--- src/rtl/voice_mux_scanner_pkg.sv ---
// ---------------------------------------------------------------------------
// voice_mux_scanner_pkg
//   Shared definitions for the voice mux scanner: channel count, select
//   width, FSM state encoding and a small mask helper.
// ---------------------------------------------------------------------------
package voice_mux_scanner_pkg;

    localparam int NUM_CHANNELS = 16;
    localparam int CHANNEL_W    = 4;
    localparam int SETTLE_W     = 8;

    typedef enum logic [2:0] {
        ST_IDLE       = 3'd0,
        ST_SEEK       = 3'd1,
        ST_SETTLE     = 3'd2,
        ST_WAIT_READY = 3'd3,
        ST_LOAD       = 3'd4
    } scan_state_t;

    // True when the given channel is still part of the scan.
    function automatic logic channel_enabled(
        input logic [NUM_CHANNELS-1:0] mask,
        input logic [CHANNEL_W-1:0]    idx
    );
        return mask[idx];
    endfunction

endpackage

--- src/rtl/voice_mux_scanner_next_channel_finder.sv ---
// ---------------------------------------------------------------------------
// voice_mux_scanner_next_channel_finder
//   Combinational search for the next enabled channel in ascending order
//   with wrap-around. The mask is rotated so the first candidate sits at
//   bit 0, then the lowest set bit is priority-encoded.
//
//   mask       in  16  enabled channels
//   start_idx  in  4   reference channel for the search
//   inclusive  in  1   1: start_idx is the first candidate
//                      0: start_idx+1 is first, start_idx is examined last
//   next_idx   out 4   channel found
//   found      out 1   at least one channel enabled
//   wrapped    out 1   search passed channel 15 back to the start side
// ---------------------------------------------------------------------------
module voice_mux_scanner_next_channel_finder
    import voice_mux_scanner_pkg::*;
(
    input  logic [NUM_CHANNELS-1:0] mask,
    input  logic [CHANNEL_W-1:0]    start_idx,
    input  logic                    inclusive,
    output logic [CHANNEL_W-1:0]    next_idx,
    output logic                    found,
    output logic                    wrapped
);

    logic [CHANNEL_W-1:0]    first_idx;
    logic [NUM_CHANNELS-1:0] rotated;
    logic [CHANNEL_W-1:0]    offset;

    // 4-bit addition wraps 15 -> 0 for free.
    assign first_idx = inclusive ? start_idx : start_idx + 1'b1;

    // Rotate right so bit 0 of 'rotated' is channel first_idx.
    assign rotated = (mask >> first_idx) | (mask << (NUM_CHANNELS - int'(first_idx)));

    // NOTE: every variable driven in always_comb gets a default before any
    // branch; a path that leaves it unassigned would infer a latch.
    always_comb begin
        offset = '0;
        for (int i = NUM_CHANNELS - 1; i >= 0; i--) begin
            if (rotated[i]) begin
                offset = i[CHANNEL_W-1:0];
            end
        end
    end

    assign next_idx = first_idx + offset;
    assign found    = |mask;
    // An exclusive search that lands on or below its start has gone round.
    assign wrapped  = inclusive ? (next_idx < start_idx) : (next_idx <= start_idx);

endmodule

--- src/rtl/voice_mux_scanner.sv ---
// ---------------------------------------------------------------------------
// voice_mux_scanner
//   Drives the select of the 16-to-1 voice mux and paces samples into the
//   shared DAC. Enabled channels are visited in ascending order with
//   wrap-around; after each select change the mux is given SETTLE_CYCLES to
//   settle, then the DAC handshake is awaited and a one-cycle load issued.
//
//   SETTLE_CYCLES    param    settle time after a select change (1..255)
//   i_clock          in  1    system clock, rising edge
//   i_reset          in  1    synchronous active-high reset
//   i_enable         in  1    run scanning; low stops after current load
//   i_channel_mask   in  16   bit n = channel n included in the scan
//   i_dac_ready      in  1    DAC can accept a sample this cycle
//   o_select         out 4    mux select
//   o_dac_load       out 1    one-cycle DAC capture strobe
//   o_frame_start    out 1    with o_dac_load on first channel of a pass
//   o_busy           out 1    high in every state except IDLE
// ---------------------------------------------------------------------------
module voice_mux_scanner
    import voice_mux_scanner_pkg::*;
#(
    parameter int SETTLE_CYCLES = 4
) (
    input  logic                    i_clock,
    input  logic                    i_reset,
    input  logic                    i_enable,
    input  logic [NUM_CHANNELS-1:0] i_channel_mask,
    input  logic                    i_dac_ready,
    output logic [CHANNEL_W-1:0]    o_select,
    output logic                    o_dac_load,
    output logic                    o_frame_start,
    output logic                    o_busy
);

    localparam logic [SETTLE_W-1:0] SETTLE_RELOAD = SETTLE_W'(SETTLE_CYCLES - 1);

    scan_state_t          state_q, state_d;
    logic [SETTLE_W-1:0]  settle_q, settle_d;
    logic [CHANNEL_W-1:0] select_d;
    logic                 frame_q, frame_d;
    logic                 restart_q, restart_d;
    logic                 load_d, frame_start_d, busy_d;

    logic                 mask_any;
    logic                 cur_enabled;
    logic [CHANNEL_W-1:0] find_idx;
    logic                 find_found;
    logic                 find_wrapped;

    assign mask_any    = |i_channel_mask;
    assign cur_enabled = channel_enabled(i_channel_mask, o_select);

    // After a restart the search begins at channel 0 inclusive; otherwise it
    // begins just past the current channel.
    voice_mux_scanner_next_channel_finder u_finder (
        .mask      (i_channel_mask),
        .start_idx (restart_q ? '0 : o_select),
        .inclusive (restart_q),
        .next_idx  (find_idx),
        .found     (find_found),
        .wrapped   (find_wrapped)
    );

    always_comb begin
        state_d       = state_q;
        settle_d      = settle_q;
        select_d      = o_select;
        frame_d       = frame_q;
        restart_d     = restart_q;
        load_d        = 1'b0;
        frame_start_d = 1'b0;

        case (state_q)
            ST_IDLE: begin
                if (i_enable && mask_any) begin
                    state_d = ST_SEEK;
                end
            end

            ST_SEEK: begin
                if (!find_found) begin
                    state_d   = ST_IDLE;
                    restart_d = 1'b1;
                end else begin
                    select_d  = find_idx;
                    frame_d   = frame_q | restart_q | find_wrapped;
                    restart_d = 1'b0;
                    settle_d  = SETTLE_RELOAD;
                    state_d   = ST_SETTLE;
                end
            end

            ST_SETTLE, ST_WAIT_READY: begin
                // Losing the current channel abandons this sample; the frame
                // flag is kept so a pass that began here still reports it.
                if (!mask_any) begin
                    state_d   = ST_IDLE;
                    restart_d = 1'b1;
                end else if (!cur_enabled) begin
                    state_d = ST_SEEK;
                end else if (state_q == ST_SETTLE) begin
                    if (settle_q == '0) begin
                        state_d = ST_WAIT_READY;
                    end else begin
                        settle_d = settle_q - 1'b1;
                    end
                end else if (i_dac_ready) begin
                    state_d       = ST_LOAD;
                    load_d        = 1'b1;
                    frame_start_d = frame_q;
                end
            end

            ST_LOAD: begin
                frame_d = 1'b0;
                if (i_enable && mask_any) begin
                    state_d = ST_SEEK;
                end else begin
                    state_d   = ST_IDLE;
                    restart_d = 1'b1;
                end
            end

            default: begin
                state_d   = ST_IDLE;
                restart_d = 1'b1;
            end
        endcase

        busy_d = (state_d != ST_IDLE);
    end

    // NOTE: state is written with non-blocking assignments so every register
    // samples its next value from the same pre-edge snapshot.
    always_ff @(posedge i_clock) begin
        // NOTE: reset is synchronous; it is only seen on a rising edge.
        if (i_reset) begin
            state_q       <= ST_IDLE;
            settle_q      <= '0;
            o_select      <= '0;
            frame_q       <= 1'b0;
            restart_q     <= 1'b1;
            o_dac_load    <= 1'b0;
            o_frame_start <= 1'b0;
            o_busy        <= 1'b0;
        end else begin
            state_q       <= state_d;
            settle_q      <= settle_d;
            o_select      <= select_d;
            frame_q       <= frame_d;
            restart_q     <= restart_d;
            o_dac_load    <= load_d;
            o_frame_start <= frame_start_d;
            o_busy        <= busy_d;
        end
    end

endmodule

--- config.mk ---
export PLATFORM = sky130hd
export DESIGN_NAME = voice_mux_scanner
export DESIGN_NICKNAME = d
export VERILOG_FILES = /design/src/rtl/voice_mux_scanner_pkg.sv /design/src/rtl/voice_mux_scanner_next_channel_finder.sv /design/src/rtl/voice_mux_scanner.sv
export SDC_FILE = /design/constraint.sdc
export NUM_CORES = 1
export LEC_CHECK = 0
export CORE_MARGIN = 2
export CORE_UTILIZATION = 55
export DETAILED_ROUTE_END_ITERATION = 10
export PLACE_DENSITY = 0.76
export REMOVE_ABC_BUFFERS = 1
export SLEW_MARGIN = 15
export SYNTH_ARGS = -nofsm -noshare
export SYNTH_HDL_FRONTEND = slang
export SYNTH_SLANG_ARGS = --single-unit
--- constraint.sdc ---
create_clock -name i_clock -period 9.5 [get_ports i_clock]
set_clock_uncertainty 0.1 [all_clocks]
set_input_delay 1.9 -clock i_clock [delete_from_list [all_inputs] [get_ports i_clock]]
set_output_delay 1.9 -clock i_clock [all_outputs]
set_load 0.01 [all_outputs]
* Word level (Yosys, flattened, before mapping)
Cells that the tools add are included.
** Operators by class
- Add/subtract/negate cells :: 4
- Order comparisons :: 3
- Shifts and indexed selects :: 2
- Bitwise logic cells :: 8
- Equal/unequal tests :: 11
- Reductions and logical operators :: 14
- Mux-type cells :: 43
** Operators with widths (number)
- 4-bit 2-to-1 mux :: 18
- 8-bit 2-to-1 mux :: 5
- 16-bit by 32-bit left shift with 16-bit output :: 1
- 3-bit 2-to-1 mux :: 6
- 16-bit bitwise OR :: 1
- 8-bit case mux with 2 select lines :: 1
- 16-bit OR reduction :: 1
- 16-bit by 4-bit >> shifter with 16-bit output :: 1
- 2-bit != test, second input constant :: 7
- 3-bit case mux with 4 select lines :: 1
- 8-bit logical NOT :: 1
- 1-bit 2-to-1 mux :: 8
- 8-bit by 1-bit subtractor with 8-bit output, second input constant :: 1
- 3-bit by 2-bit == test with 1-bit output, second input constant :: 2
- 6-bit AND reduction :: 1
- 6-bit OR reduction :: 1
- 5-bit by 4-bit subtractor with 6-bit output, first input constant :: 1
- 4-bit by 5-bit less-than comparator with 1-bit output, second input constant :: 1
- 1-bit inverter :: 5
- 5-bit OR reduction :: 1
- 4-bit by 1-bit adder with 4-bit output, second input constant :: 1
- 4-bit adder :: 1
- 1-bit binary-select mux with 4-bit select :: 1
- 4-bit less-or-equal comparator :: 1
- 14 further kinds :: 17
** Storage, ports and cells
- Output and inout port bits :: 7
- Flip-flop bits (word level) :: 20
- Input port bits :: 20
- Logic and storage cells :: 93

* Depth between registers and ports, before layout
- Depth in word-level cells :: 28
- Gate-level depth with buffers :: 24
- Depth with buffers taken out :: 21

* Hierarchy
Synthesis repeated with hierarchy kept, for this count alone.
** Second synthesis, totals
- Cell total of the unflattened synthesis :: 414
- Area, all modules :: 3532.1 sq um
** Modules (own cells, without submodules)
- voice_mux_scanner_next_channel_finder :: cells each 283, seq. area each 0.0 sq um, instances 1, area each 2376.0 sq um
- voice_mux_scanner :: cells each 131, seq. area each 400.4 sq um, instances 1, area each 1156.1 sq um

* Worst setup path before layout
OpenSTA, ideal clock, no wires.
- Path kind :: input to register
- From :: input port i_channel_mask[7]
- To :: register frame_q
- Setup slack :: 3.488 ns
- Data arrival time :: 5.826 ns
- Required time :: 9.314 ns
- Buffers on the path :: 1
- Stages on the path :: 20
- Cells stage by stage :: clkbuf_1 > mux4_2 > nand4_1 > o21ai_1 > a2111o_1 > o311ai_1 > nand2_1 > a21o_1 > a311oi_2 > ha_1 > a21o_1 > a21oi_1 > xnor2_1 > xnor2_1 > ha_1 > and3_1 > a221oi_1 > a211o_1 > a21oi_1 > a211oi_1
** Between the ends
- Cells in the longest elaborated chain, start to end :: 24
** Ends and longest elaborated chain
- from (decl) :: line voice_mux_scanner.sv:27 : input logic [NUM_CHANNELS-1:0] i_channel_mask,
- 16-bit by 32-bit left shift with 16-bit output / 16-bit by 4-bit >> shifter with 16-bit output (equally long branches) :: line voice_mux_scanner_next_channel_finder.sv:34 : assign rotated = (mask >> first_idx) | (mask << (NUM_CHANNELS - int'(first_idx)));
- 16-bit bitwise OR * :: line voice_mux_scanner_next_channel_finder.sv:34
- 4-bit 2-to-1 mux (15 in a row) :: line voice_mux_scanner_next_channel_finder.sv:41 : if (rotated[i]) begin
- 4-bit 2-to-1 mux * :: line voice_mux_scanner_next_channel_finder.sv:41
- 4-bit adder * :: line voice_mux_scanner_next_channel_finder.sv:47 : assign next_idx = first_idx + offset;
- via find_idx[3] :: line voice_mux_scanner.sv:46 : logic [CHANNEL_W-1:0] find_idx;
- 4-bit less-or-equal comparator / 4-bit less-than comparator (equally long branches) :: line voice_mux_scanner_next_channel_finder.sv:50 : assign wrapped = inclusive ? (next_idx < start_idx) : (next_idx <= start_idx);
- 1-bit 2-to-1 mux * :: line voice_mux_scanner_next_channel_finder.sv:50
- 1-bit bitwise OR * :: line voice_mux_scanner.sv:86 : frame_d = frame_q | restart_q | find_wrapped;
- 1-bit 2-to-1 mux * :: line voice_mux_scanner.sv:81 : if (!find_found) begin
- 1-bit case mux with 2 select lines * :: line voice_mux_scanner.sv:73 : case (state_q)
- to (signal assigned) :: line voice_mux_scanner.sv:150 : frame_q <= frame_d;
- to (decl) :: line voice_mux_scanner.sv:40 : logic frame_q, frame_d;
Mark *: on every way through the listed nets, which the timed path passes. The rest lies on a longest branch. The select of a mux whose other input is x is not followed.
A chain may end at the register's enable or synchronous reset.

* Final worst setup path
- From :: input port i_channel_mask[9]
- To :: register frame_q
The elaborated chain is that of the path after synthesis.

==> metrics.md <==
| Metric | Value |
|---|---|
| Final nets | `444` |
| Clock share of power | `13.2%` |
| Drt initial violations | `about 460` |
| Post-Layout Cell Count | `487` |
| RD Place Congestion | `~1` |
| Post-cts resize count | `0` |
| Unique masters post-synth | `76` |
| Residual DRC | `0` |
| CP Buf/Inv Count | `1` |
| Num CTS Buffers | `3` |
| WS Path Type | `input pin to register` |
| Die height | `80.69 um` |
| Max-cap violations | `0` |
| Slew headroom | `41.58%` |
| Antenna violations before repair | `0` |
| CP required | `9.57 ns` |
| Most used DFF post-synth | `dfxtp_1` |
| Core Area | `around 5600 sq um` |
| Switching pwr | `0.0002304 W` |
| Comb power frac | `a little over three fifths` |
| Endpoint type of the worst setup path | `register` |
| Slowest cell on crit path | `clkdlybuf4s50_1` |
| Cells after synthesis | `417` |
| Fill cell count | `around 560` |
| Worst Hold Class | `register to register` |
| Root buffer cell | `clkbuf_8` |
| Avg WL per Cell | `21.68 um` |
| Via count | `3,557` |
| RSZ-0062 raised after global routing | `false` |
| Async SR Flop Fraction | `0%` |
| Worst skew pair latency | `0.26 ns` |
| Final Max Slew Viols | `0` |
| Syn. warnings | `0` |
| Vias per inst | `7.304` |
| Max Fclk | `148.4 MHz` |
| Crit-path cells | `clkdlybuf4s50_1, mux4_2, nand4_1, o21ai_1, a2111o_1, o311ai_1, nand2_1, a21o_1, a311oi_2, ha_1, a21o_1, a21oi_1, xnor2_1, xnor2_1, ha_1, and3_1, a221oi_1, a211o_1, a21oi_1, a211oi_1` |
| Setup-failing EPs final | `0` |
| Layout Area Growth over Synthesis | `6.615%` |
| Die ar. | `around 6500 sq um` |
| Max clock buf depth | `2` |
| Detailed Place HPWL | `7712 um` |
| # clock sinks | `20` |
| Worst VDD drop | `0.1448 mV` |
| N_diodes | `0` |
| Syn_area_per_cell | `about 7.8 sq um` |
| Int Power | `0.0002633 W` |
| Max H-tree Level | `1` |
| Setup Buffers After CTS | `0` |
| Final min period | `roughly 6.7 ns` |
| Status | `completed` |
| DRT antenna net count | `0` |
| Hold Fails Final Rpt | `0` |
| Pin count of the biggest net entering global routing | `39` |
| Setup TNS | `0 ns` |
| First-pass GRT wire length | `16,740 um` |
| Switching part of the total | `46.67%` |
| Worst-Margin Slew | `0.8752 ns` |
| Vias in the first global route | `between 3k and 4k` |
| Seq/Total Area, Yosys | `12.38%` |
| Clk slew on worst S/H paths | `0.07 ns` |
| Post-synth EDFFs | `0` |
| Mapped Area | `3234 sq um` |
| Seq cells post-synth | `20` |
| CTS tree | `yes` |
| Starting Density | `between 50% and 60%` |
| Cell count after placement | `483` |
| Fin crit share | `between 70% and 80%` |
| Total Routed Length | `approximately 11,000 um` |
| Maximum fanout along the worst path | `11` |
| Port bufs | `26` |
| GR Overflow Total | `0` |
| Die Wd | `~81 um` |
| Ports | `27` |
| Arrival @ worst endpoint | `6.81 ns` |
| Gr usage total | `about a third` |
| Std-Cell Rows | `27` |
| Sequential share of power | `24.2%` |
| Critical Path Source Type | `input pin` |
| Fraction of layout cells with a size suffix above 1 | `10.12%` |
| DR pass1 iterations | `6` |
| Delay-heaviest family, CP | `compound AO/OA/AOI/OAI gates` |
| Hold Buf Count CTS | `0` |
| PwrDens | `about 140 nW/um^2` |
| Leak | `1.202 nW` |
| Max incr delay on CP | `0.62 ns` |
## kinds of logic (layout without fill, tap and decap cells)
| group | after synthesis | count (layout) | synth area share, % |
|---|---|---|---|
| flip-flops | 20 | 20 | 12.38 |
| multiplexers | 43 | 43 | 19.96 |
| buffers and inverters | 55 | 53 | 9.129 |
| AO/OA/AOI/OAI | 111 | 111 | 24.80 |
| adder cells (fa/ha/maj) | 9 | 9 | 3.636 |
| AND/OR/NAND/NOR | 166 | 166 | 26.58 |
| XOR/XNOR | 13 | 13 | 3.520 |
## registers in the layout, summed over array words and instances, names as in the netlist
signal         count
frame_q            1
settle_q           8
o_frame_start      1
o_select           4
o_busy             1
state_q            3
restart_q          1
o_dac_load         1
## power groups by stage
| stage | sequential, W | combinational, W | clock [W] |
|---|---|---|---|
| 6_report | 0.000119 | 0.000309 | 0.0000652 |
| 5_1_grt | 0.000122 | 0.000331 | 0.0000700 |
| 4_1_cts | 0.000118 | 0.000299 | 0.0000657 |
| 3_5_place_dp | 0.000120 | 0.000297 | 0 |
| 3_3_place_gp | 0.000120 | 0.000295 | 0 |
| 2_1_floorplan | 0.000127 | 0.000199 | 0 |
## stage by stage
step	util, %	setup WS, ns	hold slack, ns	total power, W	area (sq um)
global placement	60.51	2.733	0.3552	0.0004151	3393
global route	61.49	2.541	0.4061	0.0005230	3448
floorplan	-	3.638	0.3306	0.0003255	3013
detailed placement	60.51	2.651	0.3562	0.0004177	3393
finish	61.49	2.760	0.3759	0.0004937	3448
CTS	61.49	2.860	0.3730	0.0004834	3448
## placed cells by master, fill, tap and decap left out, types with 5 or more instances in the layout
| cell type | netlist | final |
|---|---|---|
| nor2_1 | 41 | 41 |
| nand2_1 | 38 | 38 |
| clkdlybuf4s50_1 | 0 | 26 |
| a21oi_1 | 22 | 22 |
| mux2i_1 | 21 | 21 |
| dfxtp_1 | 20 | 20 |
| inv_1 | 18 | 18 |
| mux4_2 | 16 | 16 |
| o21ai_0 | 14 | 14 |
| nand3_1 | 12 | 12 |
| nor3_1 | 11 | 11 |
| nor2b_1 | 9 | 9 |
| a211oi_1 | 9 | 9 |
| xnor2_1 | 7 | 7 |
| o211ai_1 | 7 | 7 |
| ha_1 | 7 | 7 |
| nand2b_1 | 6 | 6 |
| nor4_1 | 6 | 6 |
| xor2_1 | 6 | 6 |
| a22oi_1 | 5 | 5 |
| nand4_1 | 5 | 5 |
## area by class of cell
class,count,area (sq um),share of cell area (%)
well taps,72,90.09,2.612
repair buffers,30,290.3,8.418
inverters,19,73.82,2.141
multi-input cells,342,2539,73.62
flip-flops and latches,20,400.4,11.61
clock buffers,4,55.05,1.597
## cells in the mapped netlist, drive strengths merged, types with 5 or more instances
master	n	area share, %
a211oi	11	2.9
a21oi	22	3.4
a22oi	5	1.2
buf	22	5.2
clkbuf	14	1.6
dfxtp	20	12
ha	7	2.7
inv	19	2.3
mux2	6	2.3
mux2i	21	6.5
mux4	16	11
nand2	38	4.4
nand2b	6	1.2
nand3	12	1.9
nand4	5	0.97
nor2	44	5.5
nor2b	9	1.7
nor3	11	1.7
nor4	6	1.2
o211ai	7	1.6
o21ai	15	2.3
xnor2	7	1.9
xor2	6	1.6
## final timing paths
kind | from | end | slack [ns] | cells after the start
min reg2reg | frame_q | o_frame_start | 0.38 | 1
min | frame_q | o_frame_start | 0.38 | 1
max | i_channel_mask[9] | frame_q | 2.76 | 20
max reg2reg | o_select[0] | frame_q | 3.55 | 21
## layer usage
| layer | share of wire (%) | global-route usage (%) | wire (um) |
|---|---|---|---|
| met4 | 2.7 | 6.949 | 285 |
| met1 | 43 | 50.00 | 4496 |
| met5 | 0 | 0 | 0 |
| met2 | 42 | 49.00 | 4429 |
| met3 | 13 | 7.303 | 1348 |
## worst register-to-register path: cells and delay by family (launching register included)
family | cells | cell delay [ns]
xor+xnor | 2 | 0.32
mux | 1 | 0.55
flops | 1 | 0.31
fa+ha+maj | 2 | 0.57
buf+inv | 2 | 0.62
simple gates | 4 | 1.12
compound gates | 10 | 2.26
Power figures use the tool's default switching activity.
